File: config.mk
export PLATFORM = sky130hd
export DESIGN_NAME = atomrvcore_dccm_arbiter
export DESIGN_NICKNAME = d
export VERILOG_FILES = /design/src/rtl/atomrvcore_dccm_arbiter.sv
export SDC_FILE = /design/constraint.sdc
export NUM_CORES = 1
export LEC_CHECK = 0
export ABC_AREA = 0
export CORE_MARGIN = 3
export CORE_UTILIZATION = 30
export CTS_CLUSTER_DIAMETER = 120
export CTS_CLUSTER_SIZE = 12
export DETAILED_ROUTE_END_ITERATION = 10
export PLACE_DENSITY = 0.6
export SETUP_SLACK_MARGIN = 0.5
export SYNTH_ARGS = -nofsm -noshare
export SYNTH_HDL_FRONTEND = slang
export SYNTH_SLANG_ARGS = --single-unit
export TNS_END_PERCENT = 5
File: constraint.sdc
create_clock -name clk_i -period 3.1 [get_ports clk_i]
set_input_delay 0.465 -clock clk_i [delete_from_list [all_inputs] [get_ports clk_i]]
set_output_delay 0.465 -clock clk_i [all_outputs]
set_load 0.02 [all_outputs]
File: src/rtl/atomrvcore_dccm_arbiter.sv
// Round-robin two-port front end for the single-port DCCM.
// Sub-word stores are expanded into a read-modify-write pair.
module atomrvcore_dccm_arbiter #(
  parameter int DATAWIDTH = 32
) (
  input  logic                   clk_i,
  input  logic                   rst_ni,
  input  logic                   p0_req_i,
  input  logic                   p0_we_i,
  input  logic [DATAWIDTH-1:0]   p0_addr_i,
  input  logic [DATAWIDTH-1:0]   p0_wdata_i,
  input  logic [DATAWIDTH/8-1:0] p0_be_i,
  output logic                   p0_gnt_o,
  output logic                   p0_rvalid_o,
  output logic [DATAWIDTH-1:0]   p0_rdata_o,
  input  logic                   p1_req_i,
  input  logic                   p1_we_i,
  input  logic [DATAWIDTH-1:0]   p1_addr_i,
  input  logic [DATAWIDTH-1:0]   p1_wdata_i,
  input  logic [DATAWIDTH/8-1:0] p1_be_i,
  output logic                   p1_gnt_o,
  output logic                   p1_rvalid_o,
  output logic [DATAWIDTH-1:0]   p1_rdata_o,
  output logic [DATAWIDTH-1:0]   dccm_addr_o,
  output logic [DATAWIDTH-1:0]   dccm_wdata_o,
  output logic                   dccm_wr_en_o,
  output logic                   dccm_rd_en_o,
  input  logic [DATAWIDTH-1:0]   dccm_rdata_i
);

  localparam int BW = DATAWIDTH / 8;
  localparam logic [0:0] IDLE   = 1'b0;
  localparam logic [0:0] RMW_WR = 1'b1;

  logic [0:0]           state_q;
  logic                 prio_q;
  logic                 cap_port_q;
  logic [DATAWIDTH-1:0] cap_addr_q;
  logic [DATAWIDTH-1:0] cap_wdata_q;
  logic [DATAWIDTH-1:0] cap_old_q;
  logic [BW-1:0]        cap_be_q;
  logic                 p0_rvalid_q;
  logic                 p1_rvalid_q;
  logic [DATAWIDTH-1:0] p0_rdata_q;
  logic [DATAWIDTH-1:0] p1_rdata_q;

  logic                 idle;
  logic                 rmw;
  logic                 pick1;
  logic                 gnt0;
  logic                 gnt1;
  logic                 any_gnt;
  logic                 sel_we;
  logic [DATAWIDTH-1:0] sel_addr;
  logic [DATAWIDTH-1:0] sel_wdata;
  logic [BW-1:0]        sel_be;
  logic [DATAWIDTH-1:0] word_addr;
  logic                 is_read;
  logic                 full_wr;
  logic                 part_wr;
  logic [DATAWIDTH-1:0] merged;

  // Reset gates the outputs so an in-flight RMW write never lands.
  assign idle  = rst_ni & (state_q == IDLE);
  assign rmw   = rst_ni & (state_q == RMW_WR);
  assign pick1 = p1_req_i & (~p0_req_i | prio_q);
  assign gnt0  = idle & p0_req_i & ~pick1;
  assign gnt1  = idle & pick1;
  assign any_gnt = gnt0 | gnt1;

  assign sel_we    = pick1 ? p1_we_i    : p0_we_i;
  assign sel_addr  = pick1 ? p1_addr_i  : p0_addr_i;
  assign sel_wdata = pick1 ? p1_wdata_i : p0_wdata_i;
  assign sel_be    = pick1 ? p1_be_i    : p0_be_i;
  assign word_addr = {sel_addr[DATAWIDTH-1:2], 2'b00};

  assign is_read = any_gnt & ~sel_we;
  assign full_wr = any_gnt & sel_we & (&sel_be);
  assign part_wr = any_gnt & sel_we & ~(&sel_be) & (|sel_be);

  always_comb begin
    merged = cap_old_q;
    for (int i = 0; i < BW; i++) begin
      if (cap_be_q[i]) merged[8*i +: 8] = cap_wdata_q[8*i +: 8];
    end
  end

  always_comb begin
    dccm_addr_o  = '0;
    dccm_wdata_o = '0;
    dccm_wr_en_o = 1'b0;
    dccm_rd_en_o = 1'b0;
    unique case (1'b1)
      rmw: begin
        dccm_wr_en_o = 1'b1;
        dccm_addr_o  = cap_addr_q;
        dccm_wdata_o = merged;
      end
      is_read, part_wr: begin
        dccm_rd_en_o = 1'b1;
        dccm_addr_o  = word_addr;
      end
      full_wr: begin
        dccm_wr_en_o = 1'b1;
        dccm_addr_o  = word_addr;
        dccm_wdata_o = sel_wdata;
      end
      default: ;
    endcase
  end

  always_ff @(posedge clk_i) begin
    if (!rst_ni) begin
      state_q     <= IDLE;
      prio_q      <= 1'b0;
      cap_port_q  <= 1'b0;
      cap_addr_q  <= '0;
      cap_wdata_q <= '0;
      cap_old_q   <= '0;
      cap_be_q    <= '0;
      p0_rvalid_q <= 1'b0;
      p1_rvalid_q <= 1'b0;
      p0_rdata_q  <= '0;
      p1_rdata_q  <= '0;
    end else begin
      p0_rvalid_q <= (gnt0 & ~part_wr) | (rmw & ~cap_port_q);
      p1_rvalid_q <= (gnt1 & ~part_wr) | (rmw & cap_port_q);
      if (gnt0 & ~sel_we) p0_rdata_q <= dccm_rdata_i;
      if (gnt1 & ~sel_we) p1_rdata_q <= dccm_rdata_i;
      if (any_gnt) prio_q <= gnt0;
      case (state_q)
        IDLE: begin
          if (part_wr) begin
            state_q     <= RMW_WR;
            cap_port_q  <= gnt1;
            cap_addr_q  <= word_addr;
            cap_wdata_q <= sel_wdata;
            cap_be_q    <= sel_be;
            cap_old_q   <= dccm_rdata_i;
          end
        end
        RMW_WR: state_q <= IDLE;
        default: state_q <= IDLE;
      endcase
    end
  end

  assign p0_gnt_o    = gnt0;
  assign p1_gnt_o    = gnt1;
  assign p0_rvalid_o = p0_rvalid_q;
  assign p1_rvalid_o = p1_rvalid_q;
  assign p0_rdata_o  = p0_rdata_q;
  assign p1_rdata_o  = p1_rdata_q;

endmodule

Yosys cells after proc, flatten, opt, wreduce, memory -nomap -nowiden:

Index checks and enable logic that the tools add are counted.

* register bits after elaboration: 167
* bits of input ports: 174
* logic and storage cells: 59

* mux-type cells: 14
* bitwise gates (word level): 28
* reductions and logical operators: 6

Operators by type and width (number)
* one-hot mux 32 bit (2 select lines): 2
* 2-to-1 mux 32 bit: 2
* 2-to-1 mux 8 bit: 4
* AND 1 bit: 17
* inverter 1 bit: 7
* 2-to-1 mux 1 bit: 4
* 2-to-1 mux 4 bit: 1
* OR 1 bit: 4
* AND reduction 4 bit: 1
* OR reduction 2 bit: 2
* OR reduction 4 bit: 1
* OR reduction 3 bit: 1
* one-hot mux 1 bit (2 select lines): 1
* AND reduction 2 bit: 1

Logic depth before layout (Yosys ltp):

Gate-level depths: netlist of the first run.

* word-level depth: 12
* depth in mapped cells: 8
* depth with buffers taken out: 6

Worst setup path before layout of the first run:

OpenSTA, ideal clock, no wires.

* kind: input to output
* from: in p0_req_i
* to: out dccm_addr_o[24]
* arrival time: 1.918 ns
* required time: 2.635 ns
* path slack: 0.717 ns
* stages: 6
* buffers on the path: 2
* path through: inv_2 -> o21ai_2 -> buf_2 -> buf_2 -> mux2i_1 -> o21ai_0

* cells in the longest elaborated chain, start to end: 11
* elaborated cells on any way between the ends: 22
* classes of those cells: mux (4); bitwise (15); reduce/logical (3)

Ends and longest elaborated chain
* start: declaration: line 8 `input logic p0_req_i,`
* inverter 1 bit: line 66 `assign pick1 = p1_req_i & (~p0_req_i | prio_q);`
* OR 1 bit: line 66
* AND 1 bit: line 66
* inverter 1 bit: line 67 `assign gnt0 = idle & p0_req_i & ~pick1;`
* AND 1 bit: line 67
* OR 1 bit: line 69 `assign any_gnt = gnt0 | gnt1;`
* AND 1 bit: line 78, 79
* AND 1 bit (2 in a row): line 79 `assign part_wr = any_gnt & sel_we & ~(&sel_be) & (|sel_be);`
* OR reduction 3 bit (no source line)
* one-hot mux 32 bit (2 select lines) *: line 93 `unique case (1'b1)`
* end: declaration: line 24 `output logic [DATAWIDTH-1:0] dccm_addr_o,`

Mark *: on every way between the ends. The rest lies on a longest branch, timed or not.

Final worst setup path of the first run:

* from: reg prio_q
* to: out dccm_addr_o[31]

* cells in the longest elaborated chain, start to end: 10
* elaborated cells on any way between the ends: 20
* classes of those cells: mux (4); bitwise (13); reduce/logical (3)

Ends and longest elaborated chain
* start: declaration: line 36 `logic prio_q;`
* start signal: assignment: line 130 `if (any_gnt) prio_q <= gnt0;`
* OR 1 bit *: line 66
* AND 1 bit *: line 66
* inverter 1 bit: line 67
* AND 1 bit: line 67
* OR 1 bit: line 69
* AND 1 bit: line 78, 79
* AND 1 bit (2 in a row): line 79
* OR reduction 3 bit (no source line)
* one-hot mux 32 bit (2 select lines) *: line 93

Marked as above.

==> flow_metrics.py, run 1 <==
metrics = {
    "placement": {
        "gp_congestion": 0.842,
        "dp.final_hpwl_mm": 19.4,
        "placed_cells": 1526,
        "pre_cts_ws_ps": -55.4,
        "io_buffers": 301,
    },
    "status": {
        "outcome": "finished clean",
    },
    "power_and_ir_drop": {
        "p_per_area_mw_per_mm2": 464,
        "total_power_mw": 5.67,
        "p_sw_frac": 0.285,
        "peakVddDrop_v": 0.000325,
        "switchingPower_mw": 1.61,
        "power_frac_comb": 0.208,
        "total_leakage_power_nw": 5.15,
        "seq_power_share": 0.419,
        "power_frac_clock": 0.373,
        "p_int_mw": 4.06,
    },
    "run": {
        "drv_cap": 0,
    },
    "final_layout": {
        "drive_gt1_frac": 0.182,
        "layout_commonest_cell": "nand2_1",
        "fill_cells": 2442,
        "final_cell_mix": "nand2_1 (264), clkdlybuf4s50_1 (223), dfxtp_1 (166), mux2i_1 (139), buf_4 (84)",
        "final_nets": 1398,
        "stdcell_count": 1567,
        "syn_to_final_growth_pct": 58.4,
        "utilization": 0.484,
        "diodes": 0,
    },
    "synth": {
        "netlist_area_mm2": 0.00772,
        "syn_avg_cell_area_um2": 8.63,
        "ys_warn_count": 0,
        "synth-seq-cells": 167,
        "postSynthCellCount": 895,
        "ys_seq_area_frac": 0.433,
        "yosysUniqueCellTypes": 40,
    },
    "clock_tree": {
        "clk_latency_ps": 430,
        "numCtsBuffers": 17,
        "cts.sinks": 167,
        "cts.path.max_buffers": 2,
        "postCtsHoldBufs": 0,
        "clkTransAtPathRegs_ps": 70,
        "root_buffer": "clkbuf_16",
        "ctsHtreeMaxLevel": 4,
        "cts_tree": "done",
    },
    "floorplan": {
        "die-area_mm2": 0.0277,
        "row_count": 58,
        "die_h_um": 166,
        "die_w_um": 166,
        "core-area_mm2": 0.0253,
        "start_util": 0.306,
        "io_pins": 308,
    },
    "critical_path": {
        "crit_chain": "o21ai_4 > buf_4 > buf_12 > buf_6 > mux2i_4 > o21ai_0 > clkdlybuf4s15_2",
        "rrSetupSlack_ps": 950,
        "cp-end-kind": "output pin",
        "path_class": "register to output pin",
        "max_stage_delay_ps": 370,
        "r2r-end": "cap_old_q[26]$_SDFFE_PN0P_",
        "crit_fanout": 11,
        "slowest_stage": "dfxtp_4",
        "startpoint_type": "register",
        "worstPathBufferInverterCount": 4,
        "cp.required_ps": 2630,
        "critPathArrivalTime_ps": 2020,
        "reg2regPathDepth": 9,
        "critPathTopFamily": "buffers and inverters",
        "timing.rr.start": "prio_q$_SDFFE_PN0P_",
    },
    "sta": {
        "finalWorstSetupSlack_ps": 611,
        "max_slew_margin": 0.286,
        "hold_viol_final": 0,
        "fin_crit_ps": 2490,
        "worstMarginPinSlew_ps": 1070,
        "setup_viol": 0,
        "grt_setup_unrepaired": "false",
        "min_period_over_period": 0.803,
        "max_freq_mhz": 402,
        "fin_worst_skew_ps": 11.2,
        "slew_viol_final": 0,
    },
    "global_route": {
        "grt_max_degree": 104,
        "grt_pass1_wl_mm": 43.6,
        "grt_antenna_before_repair": 0,
        "grt_pass1_vias": 7444,
        "grt.total_usage": 0.195,
        "grt_overflow": 0,
    },
    "drt": {
        "drt_first_pass_iters": 4,
        "drc": 0,
        "drtIter0Drc": 385,
        "wl_per_cell_um": 17.6,
        "routed-via-count": 7516,
        "vias_per_cell": 4.80,
        "wl_mm": 27.6,
        "drtAntennaViolNets": 0,
    },
    "worst_hold_path": {
        "min_from": "rst_ni",
        "hold_class": "input port to register",
        "min_path_cells": 3,
        "min_to": "p0_rvalid_o$_SDFF_PN0_",
    },
}
-- metal layers --
layer,track usage,vias to the layer above,part of all wire
li1,-,3741,-
met1,0.267,3527,0.47
met2,0.305,222,0.46
met3,0.0520,26,0.058
met4,0.0506,0,0.015
met5,0,-,0
-- cells by family (layout without fill, tap and decap cells) --
kind of cell / count (synthesis) / count (layout) / share of synthesized area
other: 1 / 2 / 0.000486
buffers and inverters: 79 / 420 / 0.0462
AO/OA/AOI/OAI: 173 / 173 / 0.146
AND/OR/NAND/NOR: 310 / 310 / 0.160
multiplexers: 165 / 165 / 0.214
flip-flops: 167 / 167 / 0.433
-- registers in the layout, indices dropped and copies added (netlist names) --
signal and count:
prio_q 1, cap_addr_q 30, state_q 1, p0_rdata_o 32, cap_be_q 4, cap_port_q 1, cap_old_q 32, p1_rvalid_o 1
p0_rvalid_o 1, cap_wdata_q 32, p1_rdata_o 32
-- how the worst max path moves through the flow --
stage                             start          endpoint  slack [ps]  cells past startpoint
detailed placement             p0_req_i    dccm_addr_o[3]         -60                      9
floorplan                      p0_req_i   dccm_addr_o[24]         720                      6
global route        prio_q$_SDFFE_PN0P_    dccm_addr_o[6]         520                      8
CTS                            p0_req_i  dccm_wdata_o[29]         340                      9
finish              prio_q$_SDFFE_PN0P_   dccm_addr_o[31]         610                      7
global placement               p0_req_i  dccm_wdata_o[31]         -50                      8
-- synth_stat cells --
cell type / count / area share
and2_1: 1 / 0.00081
a211oi_1: 1 / 0.00097
clkbuf_1: 50 / 0.024
or3_1: 1 / 0.00081
mux2i_1: 165 / 0.21
o311a_1: 1 / 0.0013
and4_1: 2 / 0.0023
dfxtp_1: 167 / 0.43
a21oi_1: 1 / 0.00065
o211ai_1: 1 / 0.00097
nor2_1: 3 / 0.0015
buf_2: 9 / 0.0058
o2bb2ai_1: 1 / 0.0011
nand2_4: 1 / 0.0015
inv_1: 2 / 0.00097
a32o_1: 1 / 0.0013
o22ai_1: 32 / 0.026
a21boi_0: 58 / 0.056
o21ai_1: 3 / 0.0019
o21ai_2: 1 / 0.0011
a22o_1: 1 / 0.0011
a2111oi_2: 1 / 0.0019
and3_1: 1 / 0.00081
a21oi_2: 1 / 0.0011
nor4_1: 2 / 0.0016
a21boi_1: 6 / 0.0058
nor3_1: 1 / 0.00065
o221a_2: 1 / 0.0015
o211a_1: 1 / 0.0013
buf_4: 7 / 0.0068
conb_1: 1 / 0.00049
buf_1: 6 / 0.0029
a2111o_1: 1 / 0.0015
o21ai_0: 60 / 0.039
a31o_2: 1 / 0.0011
buf_6: 3 / 0.0044
nand3_1: 33 / 0.021
nand2b_1: 1 / 0.00081
nand2_1: 264 / 0.13
inv_2: 2 / 0.00097
-- tightest hold or removal path: cells and delay by family --
| kind | cells | cell delay (ps) |
|---|---|---|
| buffers and inverters | 1 | 130 |
| AND/OR/NAND/NOR | 1 | 80 |
| AO/OA/AOI/OAI | 1 | 70 |
-- power groups by stage --
stage	clock [mW]	combinational, mW	sequential (mW)
finish	2.11	1.18	2.38
CTS	2.17	1.16	2.38
detailed placement	0	1.12	2.43
floorplan	0	0.513	2.42
global route	2.25	1.28	2.39
global placement	0	1.11	2.42
-- timing repair --
item | CTS | global route
gates cloned | 0 | 1
pin swaps | 1 | 4
setup buffers | 7 | 1
setup endpoints to repair | 65 | 64
endpoints found under the hold margin | 0 | 0
resized for setup | 286 | 102
-- through the flow --
step | hold WS, ps | TNS, ps | area [um^2]
after floorplan | 426 | 0 | 7720
after global placement | 439 | -230 | 11500
after detailed placement | 446 | -514 | 11500
after CTS | 345 | 0 | 12200
after global routing | 359 | 0 | 12200
final | 368 | 0 | 12200
-- final cells by class --
class,count,area [um^2],area share
clock buffer,18,439,0.0359
timing repair buffer,384,3550,0.290
clock inverter,14,138,0.0113
multi-input combinational,650,4330,0.354
inverter,4,15.0,0.00123
tap,330,413,0.0338
sequential,167,3350,0.274
(Power assumes the default switching activity.)
==> run 2: changes to the inputs <==
clock period = 2.3 ns   (was 3.1 ns; I/O delays follow)
==> flow_metrics.py, run 2 (synthesis results as in run 1) <==
metrics = {
    "run": {
        "drv_cap": 0,
    },
    "status": {
        "violations": "negative setup slack",
        "outcome": "complete, but fails checks",
    },
    "sta": {
        "finalWorstSetupSlack_ps": -101,
        "max_freq_mhz": 416,
        "setup_viol": 40,
        "fin_crit_ps": 2400,
        "fin_worst_skew_ps": 15.0,
        "slew_viol_final": 0,
        "tns_ps": -1240,
        "worstMarginPinSlew_ps": 649,
        "hold_viol_final": 0,
        "grt_setup_unrepaired": "true",
        "min_period_over_period": 1.04,
        "max_slew_margin": 0.567,
    },
    "drt": {
        "drc": 0,
        "wl_mm": 29.8,
        "vias_per_cell": 4.81,
        "drt_first_pass_iters": 4,
        "routed-via-count": 7901,
        "wl_per_cell_um": 18.1,
        "drtIter0Drc": 468,
        "drtAntennaViolNets": 0,
    },
    "floorplan": {
        "io_pins": 308,
        "die_w_um": 166,
        "row_count": 58,
        "start_util": 0.306,
        "die_h_um": 166,
        "die-area_mm2": 0.0277,
        "core-area_mm2": 0.0253,
    },
    "final_layout": {
        "fill_cells": 2224,
        "design_area_mm2": 0.0144,
        "layout_commonest_cell": "nand2_1",
        "final_nets": 1475,
        "final_cell_mix": "nand2_1 (261), clkdlybuf4s50_1 (208), dfxtp_1 (165), mux2i_1 (133), buf_4 (99)",
        "drive_gt1_frac": 0.287,
        "syn_to_final_growth_pct": 87.1,
    },
    "worst_hold_path": {
        "hold_class": "register to register",
    },
    "placement": {
        "io_buffers": 301,
        "dp.final_hpwl_mm": 21.2,
        "gp_congestion": 0.776,
        "dpl_cell_area_mm2": 0.0129,
    },
    "clock_tree": {
        "root_buffer": "clkbuf_16",
        "clk_latency_ps": 430,
        "cts.path.max_buffers": 2,
        "numCtsBuffers": 17,
        "cts_tree": "done",
        "clkTransAtPathRegs_ps": 70,
        "cts.sinks": 167,
        "ctsHtreeMaxLevel": 4,
    },
    "critical_path": {
        "path_class": "register to output pin",
        "cp.required_ps": 1960,
        "startpoint_type": "register",
        "cp-end-kind": "output pin",
        "crit_fanout": 6,
        "critPathArrivalTime_ps": 2060,
    },
    "global_route": {
        "grt.total_usage": 0.209,
        "grt_overflow": 0,
        "grt_max_degree": 91,
        "grt_pass1_wl_mm": 46.6,
        "grt_antenna_before_repair": 1,
        "grt_pass1_vias": 8001,
    },
    "power_and_ir_drop": {
        "total_power_mw": 8.20,
        "total_leakage_power_nw": 6.04,
        "peakVddDrop_v": 0.000436,
        "p_per_area_mw_per_mm2": 568,
    },
}
run 2: changes by cell type in the layout (fill, tap and decap cells not counted), moves of 15 or more:
| cell | change |
|---|---|
| buf_12 | +19 |
| buf_2 | -39 |
| buf_4 | +15 |
| buf_6 | +83 |
| clkdlybuf4s50_1 | -15 |
| o21ai_0 | -15 |
| o21ai_4 | +30 |
| o22ai_1 | -32 |
| o22ai_4 | +29 |
run 2: per-stage QoR:
step	util	cells	setup WS, ps	hold slack (ps)
global route	0.572	1644	-202	479
detailed placement	0.510	1570	-679	446
finish	0.572	1644	-101	455
CTS	0.558	1634	-257	456
floorplan	-	896	463	426
global placement	0.510	1570	-661	437
run 2: cell type report:
| cell class | count | area, um^2 | share of cell area |
|---|---|---|---|
| clock buffers | 17 | 425 | 0.0294 |
| repair buffers | 461 | 4890 | 0.338 |
| diodes | 1 | 2.50 | 0.000173 |
| multi-input cells | 650 | 5190 | 0.360 |
| inverters | 4 | 22.5 | 0.00156 |
| clock inverters | 14 | 153 | 0.0106 |
| well taps | 330 | 413 | 0.0286 |
| flip-flops and latches | 167 | 3350 | 0.232 |
run 2: power by group:
group | leakage [nW] | switching [mW] | internal [mW] | total, mW
Combinational | 4.39 | 1.00 | 1.18 | 2.19
Sequential | 1.36 | 0.103 | 3.08 | 3.18
Clock | 0.285 | 1.38 | 1.45 | 2.84
run 2: worst max-delay path: stages, from the launching register on:
cell     delay (ps)
dfxtp_4         360
o21ai_4         230
buf_8           200
buf_12          130
buf_16          110
buf_4           120
mux2i_4         260
o21ai_4          90
buf_6           130
run 2: timing repair:
action / CTS / global route
resized for setup: 350 / 159
cloned: 3 / 1
pin swaps: 16 / 22
setup endpoints to repair: 177 / 229
setup buffers: 30 / 8
hold buffers: 0 / 0
run 2: path summary, 6_finish.rpt:
path | from | endpoint | slack [ps] | cells past startpoint
hold reg to reg | p0_rdata_o[27]$_SDFFE_PN0P_ | p0_rdata_o[27]$_SDFFE_PN0P_ | 460 | 2
hold / removal | p0_rdata_o[27]$_SDFFE_PN0P_ | p0_rdata_o[27]$_SDFFE_PN0P_ | 460 | 2
setup / recovery | prio_q$_SDFFE_PN0P_ | dccm_addr_o[11] | -100 | 8
setup reg to reg | prio_q$_SDFFE_PN0P_ | prio_q$_SDFFE_PN0P_ | -30 | 16
run 2: per-layer routing:
metal | wire (um) | track usage | part of all wire
met1 | 13700 | 0.285 | 0.46
met2 | 13900 | 0.335 | 0.47
met3 | 1880 | 0.0610 | 0.063
met4 | 286 | 0.0395 | 0.0096
met5 | 0 | 0 | 0
==> run 3: changes to the inputs <==
PLACE_DENSITY = 0.58   (was 0.6)
==> flow_metrics.py, run 3 (synthesis results as in run 1) <==
metrics = {
    "status": {
        "outcome": "complete, but fails checks",
        "violations": "negative setup slack",
    },
    "global_route": {
        "grt_max_degree": 84,
        "grt_pass1_vias": 7964,
        "grt.total_usage": 0.203,
        "use_met2": 0.314,
        "grt_antenna_before_repair": 2,
        "busiest_layer": "met2",
        "grtUsageMet1": 0.276,
        "grt_overflow": 0,
        "grt_pass1_wl_mm": 45.4,
        "use_met3": 0.0710,
    },
    "placement": {
        "dp.final_hpwl_mm": 20.4,
        "gp_congestion": 0.771,
        "placed_cells": 1587,
        "io_buffers": 301,
        "dpl_cell_area_mm2": 0.0129,
        "pre_cts_ws_ps": -726,
    },
    "sta": {
        "grt_setup_unrepaired": "true",
        "max_slew_margin": 0.383,
        "fin_worst_skew_ps": 7.88,
        "fin_crit_ps": 2340,
        "max_freq_mhz": 427,
        "worstMarginPinSlew_ps": 925,
        "finalWorstSetupSlack_ps": -42.5,
        "min_period_over_period": 1.02,
        "hold_viol_final": 0,
        "setup_viol": 23,
        "slew_viol_final": 0,
    },
    "drt": {
        "drtIter0Drc": 366,
        "vias_per_cell": 4.83,
        "routed-via-count": 7912,
        "drt_first_pass_iters": 5,
        "drc": 0,
        "wl_mm": 28.6,
        "drtAntennaViolNets": 0,
        "wl_per_cell_um": 17.5,
    },
    "worst_hold_path": {
        "min_to": "cap_be_q[0]$_SDFFE_PN0P_",
        "hold_class": "input port to register",
        "min_path_cells": 3,
        "min_from": "p0_be_i[0]",
    },
    "final_layout": {
        "layout_commonest_cell": "nand2_1",
        "diodes": 0,
        "design_area_mm2": 0.0143,
        "final_nets": 1470,
        "syn_to_final_growth_pct": 85.0,
        "drive_gt1_frac": 0.294,
        "fill_cells": 2237,
        "utilization": 0.566,
        "final_cell_mix": "nand2_1 (262), clkdlybuf4s50_1 (200), dfxtp_1 (165), mux2i_1 (125), buf_4 (122)",
        "stdcell_count": 1638,
    },
    "floorplan": {
        "start_util": 0.306,
        "row_count": 58,
        "die_h_um": 166,
        "core-area_mm2": 0.0253,
        "io_pins": 308,
        "die-area_mm2": 0.0277,
        "die_w_um": 166,
    },
    "critical_path": {
        "critPathArrivalTime_ps": 2000,
        "reg2regPathDepth": 7,
        "startpoint_type": "register",
        "crit_fanout": 12,
        "r2r-end": "p1_rvalid_o$_SDFF_PN0_",
        "timing.rr.start": "prio_q$_SDFFE_PN0P_",
        "path_class": "register to output pin",
        "cp-end-kind": "output pin",
        "cp.required_ps": 1960,
        "rrSetupSlack_ps": 430,
    },
    "clock_tree": {
        "cts_tree": "done",
        "root_buffer": "clkbuf_16",
        "ctsHtreeMaxLevel": 4,
        "numCtsBuffers": 17,
        "clkTransAtPathRegs_ps": 70,
        "cts.path.max_buffers": 2,
        "cts.sinks": 167,
        "clk_latency_ps": 430,
    },
    "power_and_ir_drop": {
        "p_per_area_mw_per_mm2": 571,
        "peakVddDrop_v": 0.000418,
        "total_leakage_power_nw": 6.09,
    },
    "run": {
        "drv_cap": 0,
    },
}
-- run 3: what timing repair did --
item / CTS / global route
gates cloned: 3 / 0
pin swaps: 30 / 13
gates resized for setup: 447 / 71
hold buffers: 0 / 0
setup endpoints to repair: 168 / 175
buffers inserted: 14 / 3
-- run 3: cell type report --
type                    count  area, um^2  share of cell area
multi-input cells         650        5260               0.368
repair buffers            456        4660               0.326
flip-flops and latches    167        3350               0.234
clock buffers              17         425              0.0298
well taps                 330         413              0.0289
clock inverters            14         156              0.0109
inverters                   4        22.5             0.00158
-- run 3: worst max path at each step --
stage | to | slack (ps) | cells after the start | start
6_report | dccm_addr_o[20] | -40 | 7 | prio_q$_SDFFE_PN0P_
5_1_grt | dccm_addr_o[3] | -110 | 8 | prio_q$_SDFFE_PN0P_
4_1_cts | dccm_addr_o[3] | -50 | 8 | prio_q$_SDFFE_PN0P_
3_5_place_dp | dccm_wdata_o[25] | -730 | 8 | p0_req_i
3_3_place_gp | dccm_wdata_o[28] | -700 | 9 | p0_req_i
2_1_floorplan | dccm_wdata_o[28] | 460 | 6 | p0_req_i
-- run 3: per-layer routing --
layer / share of wire / vias up
met4: 0.010 / 4
met5: 0.00084 / -
li1: - / 3897
met1: 0.46 / 3761
met3: 0.072 / 25
met2: 0.45 / 225
-- run 3: stage by stage --
stage          hold WS [ps]  TNS [ps]  total power [mW]
2_1_floorplan           426         0              4.17
3_3_place_gp            437    -70410              5.13
3_5_place_dp            447    -71380              5.15
4_1_cts                 315      -892              8.19
5_1_grt                 338     -3680              8.51
6_report                327      -339              8.15
-- run 3: critical path, cell delays in order (launching register included) --
cell and delay (ps):
dfxtp_4 360, o21ai_4 220, buf_12 190, buf_12 190, mux2i_1 240, buf_4 160
o21ai_4 50, buf_2 150
-- run 3: report_power, final --
part           switching (mW)  internal, mW
clock network            1.40          1.45
registers              0.0994          3.08
logic                   0.979          1.14
total                    2.47          5.68
